[config.mk]
export PLATFORM = sky130hd
export DESIGN_NAME = cla_addsub_seq
export DESIGN_NICKNAME = d
export VERILOG_FILES = /design/src/rtl/cla_addsub_seq.sv
export SDC_FILE = /design/constraint.sdc
export NUM_CORES = 1
export LEC_CHECK = 0
export CAP_MARGIN = 0
export CORE_UTILIZATION = 26
export CTS_CLUSTER_SIZE = 8
export DETAILED_ROUTE_END_ITERATION = 12
export GPL_TIMING_DRIVEN = 0
export PLACE_DENSITY = 0.5
export SYNTH_ARGS = -nofsm -noshare
export SYNTH_HDL_FRONTEND = slang
export SYNTH_SLANG_ARGS = --single-unit
[constraint.sdc]
create_clock -name clk -period 8.1 [get_ports clk]
set_input_delay 1.62 -clock clk [delete_from_list [all_inputs] [get_ports clk]]
set_output_delay 1.62 -clock clk [all_outputs]
set_load 0.03 [all_outputs]
[src/rtl/cla_addsub_seq.sv]
// Sequential adder/subtractor: one 4-bit carry-lookahead slice reused once per nibble,
// LSB nibble first. Valid/ready handshake on the operand and result sides.
module cla_addsub_seq #(
  parameter int WIDTH = 16
) (
  input  logic             clk,
  input  logic             rst,
  input  logic             in_valid,
  output logic             in_ready,
  input  logic [WIDTH-1:0] a,
  input  logic [WIDTH-1:0] b,
  input  logic             sub,
  input  logic             cin,
  output logic             out_valid,
  input  logic             out_ready,
  output logic [WIDTH-1:0] result,
  output logic             cout,
  output logic             ovf,
  output logic             zero
);

  localparam int NIBBLES = WIDTH / 4;
  localparam int CW      = (NIBBLES > 1) ? $clog2(NIBBLES) : 1;
  localparam int MSB     = WIDTH - 1;

  typedef enum logic [1:0] {IDLE, RUN, DONE} state_t;

  state_t           state;
  logic [WIDTH-1:0] a_q;
  logic [WIDTH-1:0] b_q;
  logic             carry;
  logic             sub_q;
  logic [CW-1:0]    cnt;
  logic [CW+1:0]    base;
  logic [4:0]       nib;
  logic [WIDTH-1:0] res_next;
  logic             last;

  // 4-bit carry-lookahead slice: returns {c4, sum}.
  function automatic logic [4:0] cla4(input logic [3:0] x, input logic [3:0] y,
                                      input logic c0);
    logic [3:0] g;
    logic [3:0] p;
    logic [4:0] c;
    g    = x & y;
    p    = x ^ y;
    c[0] = c0;
    c[1] = g[0] | (p[0] & c0);
    c[2] = g[1] | (p[1] & g[0]) | (p[1] & p[0] & c0);
    c[3] = g[2] | (p[2] & g[1]) | (p[2] & p[1] & g[0]) | (p[2] & p[1] & p[0] & c0);
    c[4] = g[3] | (p[3] & g[2]) | (p[3] & p[2] & g[1]) | (p[3] & p[2] & p[1] & g[0])
         | (p[3] & p[2] & p[1] & p[0] & c0);
    return {c[4], p ^ c[3:0]};
  endfunction

  always_comb begin
    base                = {cnt, 2'b00};
    nib                 = cla4(a_q[base +: 4], b_q[base +: 4], carry);
    res_next            = result;
    res_next[base +: 4] = nib[3:0];
    last                = (cnt == CW'(NIBBLES - 1));
  end

  assign in_ready  = (state == IDLE);
  assign out_valid = (state == DONE);

  always_ff @(posedge clk or posedge rst) begin
    if (rst) begin
      state  <= IDLE;
      a_q    <= '0;
      b_q    <= '0;
      carry  <= 1'b0;
      sub_q  <= 1'b0;
      cnt    <= '0;
      result <= '0;
      cout   <= 1'b0;
      ovf    <= 1'b0;
      zero   <= 1'b0;
    end else begin
      case (state)
        IDLE: begin
          if (in_valid) begin
            // Subtraction folds into addition: a + ~b + ~borrow_in.
            a_q   <= a;
            b_q   <= sub ? ~b : b;
            carry <= sub ? ~cin : cin;
            sub_q <= sub;
            cnt   <= '0;
            state <= RUN;
          end
        end
        RUN: begin
          result <= res_next;
          carry  <= nib[4];
          cnt    <= cnt + 1'b1;
          if (last) begin
            // Flags come from the completed result so they are ready with out_valid.
            cout  <= sub_q ? ~nib[4] : nib[4];
            ovf   <= (a_q[MSB] == b_q[MSB]) && (res_next[MSB] != a_q[MSB]);
            zero  <= (res_next == '0);
            state <= DONE;
          end
        end
        DONE: begin
          if (out_ready) state <= IDLE;
        end
        default: state <= IDLE;
      endcase
    end
  end

endmodule

==> out/results.tsv, run 1 <==
stage	metric	value	unit
critical_path	Critical Path Sink	in_ready	
floorplan	Cell Rows	37	
power_and_ir_drop	Switch Pwr	723.7	µW
cts	post-cts resize count	0	
cts	cts bufs inserted	9	
synth	average cell area after synthesis	10.47	µm²
layout	most frequent cells in the layout	nand2_1, dfrtp_1, clkdlybuf4s50_1	
floorplan	die area	11370	µm²
critical_path	crit start category	flip-flop	
critical_path	CP Max Fanout	4	
cts	hold_buf cts	0	
detailed_routing	met3 wire length	334	µm
cts	TritonCTS clock tree	done	
layout	area growth from synthesis to layout	33.14	%
synth	Synth Warn #	0	
timing	setup_tns	0	ps
synth	Net Count, Synth	322	
detailed_routing	routed vias/inst	4.583	
detailed_routing	top layer in use	met4	
timing	final hold vios	0	
synth	share of the synthesized area in the top cell type	50.11	%
power_and_ir_drop	power per cell area	440.6	nW/µm²
layout	post-layout util	36.22	%
global_routing	total grt overflow	0	
critical_path	r2r endpoint	zero$_DFFE_PP0P_	
layout	layout cells sized above 1	9.593	%
power_and_ir_drop	Flop pwr share	29.4	%
cts	H-tree depth	3	
cts	clk sinks	57	
floorplan	overall die height	106.6	µm
floorplan	Initial Utilization	27.21	%
global_routing	first-pass GRT wire length	11810	µm
global_routing	number of global-route vias before repair	2231	
layout	Antenna diodes	0	
synth	asr flop ratio synth	100.0	%
global_routing	gr usage total	13.64	%
detailed_routing	drt total wl	7025	µm
status	status	completed	
synth	#FFs+latches synth	57	
placed_design	Port Buffers	57	
run	max_cap viols	0	
synth	leading area contributor after synthesis	dfrtp_1	
detailed_routing	met2 WL post-DR	3388	µm
global_routing	initial antenna violation count	0	
detailed_routing	Initial DRC Count	115	
synth	Unique masters post-synth	36	
critical_path	Worst Path Required	6480	ps
cts	clk buf depth	2	
power_and_ir_drop	Clk pwr share	15.3	%
detailed_routing	drt drc	0	
floorplan	total core area	10460	µm²
critical_path	worst reg-to-reg path cell count	9	
timing	Worst-Margin Slew	672.8	ps
placed_design	routability cong.	0.7421	
floorplan	Die W	106.6	µm
critical_path	crit end category	output pin	
timing	Final min period	3287	ps
detailed_routing	Routed Antenna Nets	0	
global_routing	largest net degree at the start of global routing	34	
synth	Post-synth EDFFs	0	
detailed_routing	drt pass-1 iters	4	
timing	Slew Limit Fails	0	
synth	area of the mapped netlist	2846	µm²
cts	CTS root buf	clkbuf_8	
critical_path	Reg2Reg Setup Slack	4980	ps
timing	Fmax	304.3	MHz
timing	Final Cycle Share	40.58	%
cts	setup bufs post-CTS	0	
detailed_routing	vias	2200	
cts	clock latency on the worst-skew pair	340	ps
power_and_ir_drop	worst vdd ir	0.0001992	V
detailed_routing	M1 WL	3237	µm
synth	Post-Synthesis Cells	272	
cts	CTS clk-pin slew, worst paths	60	ps
timing	# setup viols final	0	
detailed_routing	Wirelength per Cell	14.64	µm
critical_path	Crit Path Class	reg -> out	
power_and_ir_drop	combinational fraction of design power	55.3	%
min_path	HP Class	reg -> reg	
floorplan	io pins	59	
critical_path	reg2reg start	cnt[0]$_DFFE_PP0P_	
placed_design	DP Wirelength	5199	µm
min_path	HP Start	a_q[12]$_DFFE_PP0P_	
timing	unrepaired setup endpoints after global routing	false	
critical_path	Critical Path Start	state[1]$_DFFE_PP0P_	
critical_path	Critical Path AT	1670	ps
timing	Worst slew margin	54.83	%
power_and_ir_drop	Switching Share	43.34	%
synth	Synth Flop Type	dfrtp_1	
power_and_ir_drop	Int Pwr	946.1	µW
layout	fin nets	391	
timing	Worst Clk Skew	9.464	ps
layout	commonest non-fill, non-tap cell in the layout	nand2_1	
synth	sequential area share after synthesis	50.11	%
power_and_ir_drop	Leakage	1.694	nW
synth	top post-synthesis cells by area	dfrtp_1, nand2_1, mux4_2	
-- logic make-up (layout without fill, tap and decap cells) --
| kind of cell | count (synthesis) | in the layout | share of synthesized area [%] |
|---|---|---|---|
| muxes | 8 | 8 | 6.330 |
| adders and majority gates | 12 | 12 | 5.538 |
| AOI/OAI and AO/OA | 52 | 52 | 12.97 |
| buffers and inverters | 21 | 93 | 3.033 |
| xor gates and xnor gates | 21 | 21 | 6.462 |
| DFF | 57 | 57 | 50.11 |
| and+or+nand+nor | 101 | 101 | 15.56 |
-- layer usage --
| metal | global-route usage [%] | up-vias |
|---|---|---|
| met1 | 17.63 | 1054 |
| met5 | 0 | - |
| li1 | - | 1085 |
| met2 | 22.17 | 54 |
| met4 | 4.110 | 0 |
| met3 | 3.769 | 7 |
-- worst min-delay path by stage --
stage | to | slack, ps | cells past startpoint
global placement | a_q[11]$_DFFE_PP0P_ | 450 | 2
global route | a_q[12]$_DFFE_PP0P_ | 490 | 2
CTS | a_q[12]$_DFFE_PP0P_ | 480 | 2
finish | a_q[12]$_DFFE_PP0P_ | 470 | 2
detailed placement | a_q[12]$_DFFE_PP0P_ | 460 | 2
floorplan | a_q[10]$_DFFE_PP0P_ | 440 | 2
-- sequential cells by signal, indices dropped and copies added (netlist names) --
| signal | count |
|---|---|
| a_q | 16 |
| b_q | 16 |
| result | 16 |
| cnt | 2 |
| state | 2 |
| carry | 1 |
| cout | 1 |
| ovf | 1 |
| sub_q | 1 |
| zero | 1 |
-- cells in the mapped netlist, drive strengths merged, types with 3 or more instances --
master	count
nand2b	4
nand2	75
ha	11
a21oi	4
a22o	9
xnor2	20
nor4	4
inv	7
dfrtp	57
a32o	8
o21ai	20
clkbuf	8
nor2	4
mux4	8
nor3	3
buf	6
-- through the flow --
step	cell area (µm²)	hold slack (ps)	std cells	total power [mW]	worst slack, ps
finish	3790	473.7	480	1.670	4813
global route	3790	494.9	480	1.802	4737
CTS	3790	478.0	480	1.697	4788
detailed placement	3607	461.0	466	1.433	4912
global placement	3587	454.8	465	1.407	3929
floorplan	2846	440.3	272	1.121	5080
-- cell type report --
| type | instances | area, µm² |
|---|---|---|
| well taps | 136 | 170.2 |
| flip-flops and latches | 57 | 1426 |
| repair buffers | 58 | 590.6 |
| fillers | 1101 | 6673 |
| clock inverters | 4 | 45.04 |
| clock buffers | 10 | 137.6 |
| plain buffers | 14 | 60.06 |
| inverters | 7 | 26.28 |
| multi-input cells | 194 | 1334 |
-- power groups by stage --
stage | Combinational, mW | Sequential (mW) | Clock, mW
finish | 0.923 | 0.491 | 0.256
global route | 1.02 | 0.507 | 0.277
CTS | 0.939 | 0.493 | 0.265
detailed placement | 0.935 | 0.498 | 0
global placement | 0.912 | 0.495 | 0
floorplan | 0.580 | 0.541 | 0
-- worst max-delay path: stages, from the launching register on --
cell	delay (ps)
dfrtp_1	410
nor2_1	210
clkdlybuf4s50_1	710
(Power assumes the default switching activity.)
==> inputs of run 2 (changes only) <==
--- a/config.mk
+++ b/config.mk
@@ -10,7 +10,7 @@
 export CTS_CLUSTER_SIZE = 8
 export DETAILED_ROUTE_END_ITERATION = 12
 export GPL_TIMING_DRIVEN = 0
-export PLACE_DENSITY = 0.5
+export PLACE_DENSITY = 0.52
 export SYNTH_ARGS = -nofsm -noshare
 export SYNTH_HDL_FRONTEND = slang
 export SYNTH_SLANG_ARGS = --single-unit
==> constraint.sdc (replaced) <==
create_clock -name clk -period 3 [get_ports clk]
set_input_delay 0.6 -clock clk [delete_from_list [all_inputs] [get_ports clk]]
set_output_delay 0.6 -clock clk [all_outputs]
set_load 0.03 [all_outputs]
==> run 2 against run 1 <==
Against the previous run:
- sequential share of layout area down 0.074 points
- first-iteration DRC count down 49%
- setup slack worse by 4600 ps
- sequential cell count unchanged
==> out/results.tsv, run 2 (same netlist as run 1, synthesis figures left out) <==
stage	metric	value	unit
detailed_routing	Initial DRC Count	59	
layout	Top Registers	a_q: 16 flops, b_q: 16 flops, result: 16 flops	
global_routing	number of global-route vias before repair	2306	
critical_path	Largest delay share family, worst path	compound AO/OA/AOI/OAI gates	
layout	layout cells sized above 1	9.827	%
detailed_routing	routed vias/inst	4.577	
layout	fin area	3797	µm²
timing	Slew Limit Fails	0	
critical_path	reg2reg start	cnt[0]$_DFFE_PP0P_	
layout	most frequent cells in the layout	nand2_1, dfrtp_1, clkdlybuf4s50_1	
cts	setup bufs post-CTS	0	
floorplan	Initial Utilization	27.21	%
critical_path	Critical Path Sink	result[15]$_DFFE_PP0P_	
min_path	HP Class	reg -> reg	
floorplan	overall die height	106.6	µm
global_routing	gr usage total	13.05	%
power_and_ir_drop	Leakage	1.698	nW
critical_path	Buf/Inv on CP	2	
floorplan	io pins	59	
timing	setup_tns	0	ps
detailed_routing	Wirelength per Cell	14.04	µm
floorplan	total core area	10460	µm²
detailed_routing	drt pass-1 iters	4	
placed_design	Post-DP Area	3607	µm²
run	max_cap viols	0	
placed_design	Port Buffers	57	
layout	area growth from synthesis to layout	33.41	%
timing	Final Cycle Share	94.41	%
cts	clk buf depth	2	
layout	post-layout util	36.30	%
power_and_ir_drop	power per cell area	1175	nW/µm²
timing	Fin Hold WS	470.1	ps
timing	final hold vios	0	
power_and_ir_drop	worst vdd ir	0.0005920	V
critical_path	crit start category	flip-flop	
timing	Worst slew margin	64.03	%
critical_path	path length in cells of the critical path	9	
floorplan	Die W	106.6	µm
critical_path	crit end category	flip-flop	
timing	Worst Clk Skew	10.56	ps
global_routing	largest net degree at the start of global routing	41	
critical_path	worst reg-to-reg path cell count	9	
global_routing	first-pass GRT wire length	11230	µm
power_and_ir_drop	Total Power	4.464	mW
layout	commonest non-fill, non-tap cell in the layout	nand2_1	
floorplan	Cell Rows	37	
critical_path	r2r endpoint	result[15]$_DFFE_PP0P_	
global_routing	total grt overflow	0	
critical_path	max incr delay on CP	570	ps
timing	unrepaired setup endpoints after global routing	false	
critical_path	crit path max-delay cell type	mux4_2	
detailed_routing	drt total wl	6768	µm
cts	clk sinks	57	
cts	cts bufs inserted	9	
critical_path	Crit Path Class	reg -> reg	
timing	# setup viols final	0	
timing	Fmax	353.1	MHz
layout	fin nets	391	
placed_design	routability cong.	0.7200	
critical_path	CP Max Fanout	10	
cts	hold_buf cts	0	
critical_path	Critical Path Start	cnt[0]$_DFFE_PP0P_	
detailed_routing	vias	2206	
critical_path	Worst Path Required	3220	ps
timing	Worst-Margin Slew	539.5	ps
cts	TritonCTS clock tree	done	
detailed_routing	drt drc	0	
timing	Final min period	2832	ps
cts	CTS clk-pin slew, worst paths	60	ps
critical_path	worst path cell trace	buf_4, buf_6, mux4_2, ha_1, a211o_1, a21oi_2, xnor2_1, and2_4, a22o_1	
detailed_routing	Routed Antenna Nets	0	
placed_design	DP Wirelength	5086	µm
layout	Antenna diodes	0	
status	status	completed	
global_routing	initial antenna violation count	0	
cts	CTS root buf	clkbuf_8	
critical_path	Critical Path AT	3050	ps
critical_path	Reg2Reg Setup Slack	170	ps
cts	H-tree depth	3	
floorplan	die area	11370	µm²
cts	clock latency on the worst-skew pair	340	ps
## run 2: cell count changes in the layout (fill, tap and decap cells not counted)
cell,change
bufinv_16,-1
buf_2,-2
clkbuf_1,+2
xnor2_1,-1
buf_6,+1
clkbuf_8,+1
xnor2_2,+1
buf_4,+1
## run 2: worst min path at each step
stage,start,to,cells after the start
after detailed placement,a_q[11]$_DFFE_PP0P_,a_q[11]$_DFFE_PP0P_,2
final,a_q[14]$_DFFE_PP0P_,a_q[14]$_DFFE_PP0P_,2
after global routing,a_q[13]$_DFFE_PP0P_,a_q[13]$_DFFE_PP0P_,2
after global placement,a_q[11]$_DFFE_PP0P_,a_q[11]$_DFFE_PP0P_,2
after CTS,a_q[11]$_DFFE_PP0P_,a_q[11]$_DFFE_PP0P_,2
after floorplan,a_q[10]$_DFFE_PP0P_,a_q[10]$_DFFE_PP0P_,2
## run 2: repair_timing
action | 4_1_cts | 5_1_grt
endpoints found under the setup margin | 6 | 6
hold endpoints to repair | 0 | 0
resized for setup | 1 | 4
pin swaps | 0 | 0
## run 2: area by class of cell
| type | count | area, µm² |
|---|---|---|
| sequential | 57 | 1426 |
| clock buffer | 13 | 158.9 |
| fill | 1095 | 6665 |
| inverter | 7 | 26.28 |
| tap | 136 | 170.2 |
| timing repair buffer | 58 | 590.6 |
| multi-input combinational | 194 | 1341 |
| clock inverter | 3 | 15.01 |
| buffer | 14 | 68.82 |
## run 2: report_power, final
| part | internal, mW | switching, mW | leakage (nW) |
|---|---|---|---|
| clock network | 0.341 | 0.296 | 0.0932 |
| registers | 1.11 | 0.223 | 0.728 |
| logic | 1.09 | 1.40 | 0.877 |
| total | 2.54 | 1.92 | 1.70 |
## run 2: worst reg2reg max path: cells and delay by family, from the launching register on
kind,cells,cell delay [ps]
compound gates,3,670
buf+inv,2,380
simple gates,1,210
fa+ha+maj,1,340
flops,1,400
mux,1,570
xor+xnor,1,150
## run 2: layer usage
layer / track usage, % / part of all wire, % / wire length (µm) / up-vias
met5: 0 / 0 / 0 / -
met3: 3.951 / 4.3 / 292 / 10
met4: 5.186 / 1.6 / 108 / 0
met2: 21.61 / 49 / 3286 / 57
met1: 15.82 / 46 / 3080 / 1055
li1: - / - / - / 1084
## run 2: metrics by stage
stage / setup WS [ps] / cells
after floorplan: 270.4 / 272
after global placement: -125.5 / 465
after detailed placement: -62.83 / 466
after CTS: 45.73 / 482
after global routing: 28.31 / 482
final: 167.6 / 482
